===== src/rtl/bcd_updown_counter.sv =====
// Multi-digit packed-BCD up/down counter with clear, checked parallel load,
// terminal count and registered wrap pulse. Define BCD_COUNTER_SATURATE_EN to saturate instead of wrapping.
module bcd_updown_counter #(
    parameter int DIGITS = 2
) (
    input  logic                  clock,
    input  logic                  reset,
    input  logic                  clear,
    input  logic                  en,
    input  logic                  up,
    input  logic                  load,
    input  logic [4*DIGITS-1:0]   load_val,
    output logic [4*DIGITS-1:0]   cnt,
    output logic                  tc,
    output logic                  carry,
    output logic                  load_err
);

    function automatic logic [3:0] digit_inc(input logic [3:0] d);
        return (d == 4'd9) ? 4'd0 : d + 4'd1;
    endfunction

    function automatic logic [3:0] digit_dec(input logic [3:0] d);
        return (d == 4'd0) ? 4'd9 : d - 4'd1;
    endfunction

    function automatic logic bcd_valid(input logic [4*DIGITS-1:0] v);
        logic ok;
        ok = 1'b1;
        for (int k = 0; k < DIGITS; k++) begin
            if (v[4*k +: 4] > 4'd9) ok = 1'b0;
        end
        return ok;
    endfunction

    logic [4*DIGITS-1:0] step_cnt;
    logic                all9;
    logic                all0;
    logic                ripple;
    logic                load_ok;

    // A digit steps only while every lower digit sits at its rollover value.
    always_comb begin
        step_cnt = cnt;
        all9     = 1'b1;
        all0     = 1'b1;
        ripple   = 1'b1;
        for (int k = 0; k < DIGITS; k++) begin
            if (ripple) begin
                step_cnt[4*k +: 4] = up ? digit_inc(cnt[4*k +: 4]) : digit_dec(cnt[4*k +: 4]);
            end
            ripple = ripple & (up ? (cnt[4*k +: 4] == 4'd9) : (cnt[4*k +: 4] == 4'd0));
            all9   = all9 & (cnt[4*k +: 4] == 4'd9);
            all0   = all0 & (cnt[4*k +: 4] == 4'd0);
        end
    end

    assign tc      = up ? all9 : all0;
    assign load_ok = bcd_valid(load_val);

    always_ff @(posedge clock or posedge reset) begin
        if (reset) begin
            cnt      <= '0;
            carry    <= 1'b0;
            load_err <= 1'b0;
        end else begin
            carry    <= 1'b0;
            load_err <= 1'b0;
            if (clear) begin
                cnt <= '0;
            end else if (load) begin
                if (load_ok) cnt <= load_val;
                else         load_err <= 1'b1;
            end else if (en) begin
`ifdef BCD_COUNTER_SATURATE_EN
                if (!tc) cnt <= step_cnt;
`else
                cnt   <= step_cnt;
                carry <= tc;
`endif
            end
        end
    end

endmodule


===== config.mk =====
export PLATFORM = sky130hd
export DESIGN_NAME = bcd_updown_counter
export DESIGN_NICKNAME = d
export VERILOG_FILES = /design/src/rtl/bcd_updown_counter.sv
export SDC_FILE = /design/constraint.sdc
export NUM_CORES = 1
export LEC_CHECK = 0
export ABC_AREA = 1
export CAP_MARGIN = 0
export CORE_MARGIN = 2
export CORE_UTILIZATION = 24
export CTS_BUF_LIST = sky130_fd_sc_hd__clkbuf_2 sky130_fd_sc_hd__clkbuf_4 sky130_fd_sc_hd__clkbuf_8
export DETAILED_ROUTE_END_ITERATION = 12
export GPL_ROUTABILITY_DRIVEN = 0
export PLACE_DENSITY_LB_ADDON = 0.08
export SYNTH_ARGS = -nofsm -noshare
export SYNTH_HDL_FRONTEND = slang
export SYNTH_SLANG_ARGS = --single-unit

===== constraint.sdc =====
create_clock -name clock -period 2.2 [get_ports clock]
set_input_delay 0.66 -clock clock [delete_from_list [all_inputs] [get_ports clock]]
set_output_delay 0.66 -clock clock [all_outputs]
set_load 0.1 [all_outputs]

Word level (Yosys, flattened, before mapping):

Cells that the tools add are included.

* register bits: 10
* output and inout port bits: 11
* word-level logic and storage cells: 42

* $add $sub $neg: 4
* $lt $le $gt $ge: 2
* equal/unequal tests: 3
* mux-type cells: 21
* bitwise logic cells: 2
* reductions and logical operators: 6

Operator list (count)
* 8-bit 2-to-1 mux: 4
* 4-bit 2-to-1 mux: 7
* 1-bit 2-to-1 mux: 10
* 4-bit by 1-bit adder with 4-bit output, second input constant: 2
* 4-bit equality test, second input constant: 2
* 4-bit greater-than comparator, second input constant: 2
* 4-bit zero test: 2
* 4-bit by 1-bit subtractor with 4-bit output, second input constant: 2
* 3-bit nonzero test: 2
* 3-bit by 2-bit != test with 1-bit output, second input constant: 1
* 3-bit AND reduction: 1
* 1-bit bitwise AND: 2
* 2-bit AND reduction: 1

Logic depth before layout (Yosys ltp):

* depth after elaboration: 7
* mapped depth: 10
* depth with buffers taken out: 9

Worst setup path after synthesis:

Ideal clock, no wire load.

* path type: register to output
* from: reg cnt[4]
* to: out tc
* arrival: 2.166 ns
* data required time: 1.540 ns
* path slack: -0.626 ns
* cell stages (with the launch flop): 5
* path buffers: 0
* path through: dfrtp_1 -> inv_1 -> ha_1 -> nand2_1 -> o21ai_2

* cells in the longest elaborated chain, start to end: 3

Ends and longest elaborated chain
* from (decl): RTL line 13 `output logic [4*DIGITS-1:0] cnt,`
* from (signal assigned): RTL line 72 `if (load_ok) cnt <= load_val;`
* from (signal assigned): RTL line 78 `cnt <= step_cnt;`
* 4-bit equality test or 4-bit zero test (tied branches): RTL line 53, 54
* 1-bit bitwise AND (on tied branches): RTL line 53, 54
* 1-bit 2-to-1 mux (*): RTL line 58 `assign tc = up ? all9 : all0;`
* to (decl): RTL line 14 `output logic tc,`

Mark *: on every way between the ends. The rest lies on a longest branch, timed or not.

Worst setup path after layout:

* from: reg cnt[5]
* to: out tc

The elaborated chain is that of the path after synthesis.

==> results <==
- The flow ran to the end, and the final reports show no timing, DRC or antenna violations.
- Setup repair after global routing could not meet its margin everywhere.
- Pin placement for this block handled 25 I/O pins.
- The largest net degree at the start of global routing is 15.
- The leakage component of the power is 0.7277 nW.
- The predominant post-synthesis flop cell is dfrtp_1.
- Detailed routing inserted a total of 1011 vias.
- The critical path start-end classification is flop to primary output.
- After legalization and detailed placement, the total HPWL measured 2072 µm.
- The number of nets in the finished design is 203.
- For this run, asynchronously set or reset flops after synthesis account for 100.0%.
- The horizontal die dimension is 66.20 µm.
- In this run the standard cell core region covers around 3700 µm².
- The later pin in the worst-skew pair is clocked with a latency of 0.23 ns.
- The number of diodes is 0.
- Once the floorplan was initialized, standard cells occupied 25.17% of the core.
- The number of enable flip-flop cells after synthesis is 0.
- The library cells used most frequently in the layout, excluding fill and tap cells, are nand2_1, nor2_1, nand3_1, buf_4, clkdlybuf4s50_1.
- The average wire length per cell after detail routing is 11.46 µm.
- The number of hold buffers added after CTS was 0.
- For the worst setup path, the data required time is between 1.5 and 2 ns.
- The total of max-cap violations is 0.
- In the routed design, unresolved DRC markers number 0.
- The reg-to-reg endpoint is cnt[6].
- For the pin with the worst max-slew slack, the measured transition is 0.3785 ns.
- The detailed route wirelength on metal3 is ~150 µm.
- The final max-slew violation count was 0.
- OpenSTA, run right after detailed placement, puts the worst setup slack at -0.3032 ns.
- The first global-routing pass estimated 4498 µm of wire.
- The highest routing layer actually used is met3.
- The min-delay analysis places its worst path in the category flop to flop.
- STA classifies the critical path startpoint as a flop.
- The maximum clock frequency is ~0.47 GHz.
- The final design utilization is 42.03%.
- Measured against its own limit, the worst slew margin works out to about three quarters.
- The height of the die is about 66 µm.
- The total nets after synthesis is 165.
- The routed length on met1 is 1326 µm.
- The floorplan row count is 22.
- The cell area after synthesis is 928.4 µm².
- The worst register-to-register path begins at cnt[1].
- The end of the worst hold path is cnt[2].
- From synthesis to final layout, the design area changed by 66.98%.
- For this run the aggregate overflow at the end of global routing stands at 0.
- The number of global-route vias before repair was ~960.
- The total power divided by cell area is slightly above 700 nW/µm².
- The share of the clock period used by the worst path is 96.98%.
- The clock net sink count is 10.
- The data arrival time of the critical path is 1.47 ns.
- The worst setup path is captured at a primary output.
- The hold path startpoint is cnt[2].
- The largest single stage delay on the critical path is 0.48 ns.
- The count of final setup violators is 0.
- TritonCTS built the clock tree.
- The initial antenna violation count came to 0.
- The number of cells on the worst reg-to-reg path is 10.
- In this run the deepest clock path goes through 2 buffers.
- The share of synthesized area occupied by flip-flops and latches is 26.95%.
- After detailed routing, the number of vias per cell comes to 4.358.
- The final wirelength is 2658 µm.
- The minimum clock period is between 2 and 2.5 ns.
- The worst setup slack for register-to-register paths is 0.65 ns.
- The number of port buffers is 24.
- The most common cell after layout, fill and taps aside is nand2_1.
- Overall power consumption after layout is estimated at 0.001114 W.
- The worst hold path was traced through 2 stages.
- The worst vdd rail ir drop is 0.2283 mV.
- Counting flops and latches in the post-synthesis netlist gives 10.
- The slowest stage of the critical path belongs to the cell dfrtp_4.
- The accumulated negative setup slack is 0 ns.
- Global routing consumed, over all layers together, a little over an eighth of the routing resources.
- The pre-antenna-repair detailed-routing pass consisted of 4 iterations.
- The clock-pin slew on the worst setup and hold paths is 0.05 ns.
- The number of distinct library cell variants in the gate-level netlist after synthesis is 24.
- Across the routed clock network, the largest skew measured is approximately 0.00036 ns.
- The final worst slack is around 0.067 ns.
- The wire length on met2 is roughly 1200 µm.
- The number of routed nets with antenna violations is 0.
- The total number of yosys warnings is 0.
- Across all hold checks on the routed design, the worst slack comes to approximately 0.57 ns.
- The final hold violation count is 0.
- The post-synthesis area per instance is 6.316 µm².
- Traced cell by cell, the critical path runs through inv_4 > buf_6 > ha_4 > nand2_4 > o21ai_4 > buf_12.
- The die footprint is 4382 µm².
- The master cell of the clock root buffer is clkbuf_8.
- Of the cells placed in the final design, the portion with a size suffix greater than 1 is 34.24%.
- Along the worst path, the maximum fanout reaches 3.
- The H-tree depth is 1.
- The detailed router's first-iteration violation count is 74.
- The number of clock buffers inserted by TritonCTS is 3.
- The post-synthesis cell count is 147.
synthesized netlist by cell type (2+ instances only):
cell | instances | area [µm²]
inv_2 | 3 | 11.26
or2_2 | 2 | 12.51
o211ai_1 | 2 | 15.01
nand2_1 | 49 | 183.9
dfrtp_1 | 10 | 250.2
ha_1 | 4 | 50.05
inv_1 | 13 | 48.80
nor2_1 | 20 | 75.07
buf_4 | 2 | 15.01
a21oi_1 | 6 | 30.03
o21ai_1 | 2 | 10.01
nand3_1 | 15 | 75.07
o21ai_0 | 8 | 40.04
per-stage QoR:
| stage | area, µm² | cells |
|---|---|---|
| 2_1_floorplan | 999.7 | 147 |
| 3_5_place_dp | 1378 | 219 |
| 4_1_cts | 1456 | 225 |
| 3_3_place_gp | 1378 | 219 |
| 6_report | 1550 | 232 |
| 5_1_grt | 1550 | 232 |
flip-flops by register name, summed over array words and instances, names as in the netlist:
name,flops
load_err,1
carry,1
cnt,8
layer usage:
layer	GRT usage, %	vias up
met5	0	-
met3	1.363	0
met1	19.69	438
met4	3.827	0
met2	20.38	34
li1	-	539
logic make-up (layout without fill, tap and decap cells):
logic type,Yosys count,in the layout,share of synthesized area [%]
buffers and inverters,20,57,9.029
AND/OR/NAND/NOR,93,93,46.50
adder cells (fa/ha/maj),4,4,5.391
XOR/XNOR,1,1,0.9436
AO/OA/AOI/OAI,19,19,11.19
flip-flops,10,10,26.95
final cells by class:
class                           count  area [µm²]
Fill cell                         397        2138
Clock buffer                        4       55.05
Inverter                           16       65.06
Timing Repair Buffer               37       427.9
Multi-Input combinational cell    117       666.9
Sequential cell                    10       275.3
Tap cell                           48       60.06
worst max-delay path, delay by kind of cell, from the launching register on:
family | cells | cell delay [ns]
flip-flops | 1 | 0.48
AND/OR/NAND/NOR | 1 | 0.06
AO/OA/AOI/OAI | 1 | 0.17
adder cells (fa/ha/maj) | 1 | 0.14
buffers and inverters | 3 | 0.37
report_power, final:
group / switching (W) / internal (W) / total [W] / leakage, nW
registers: 0.0000636 / 0.000219 / 0.000283 / 0.119
logic: 0.000367 / 0.000238 / 0.000605 / 0.580
clock network: 0.0000689 / 0.000157 / 0.000226 / 0.0288
how the worst max path moves through the flow:
stage,cells after the start,start,to
2_1_floorplan,4,cnt[7],tc
3_3_place_gp,6,up,tc
3_5_place_dp,6,up,tc
4_1_cts,7,cnt[5],tc
5_1_grt,6,cnt[5],tc
6_report,6,cnt[5],tc
timing repair:
| item | CTS | global route |
|---|---|---|
| endpoints found under the hold margin | 0 | 0 |
| setup buffers | 2 | 7 |
| pin swaps | 3 | 5 |
| gates resized for setup | 6 | 11 |
| setup endpoints to repair | 1 | 1 |
Power figures use the tool's default switching activity.
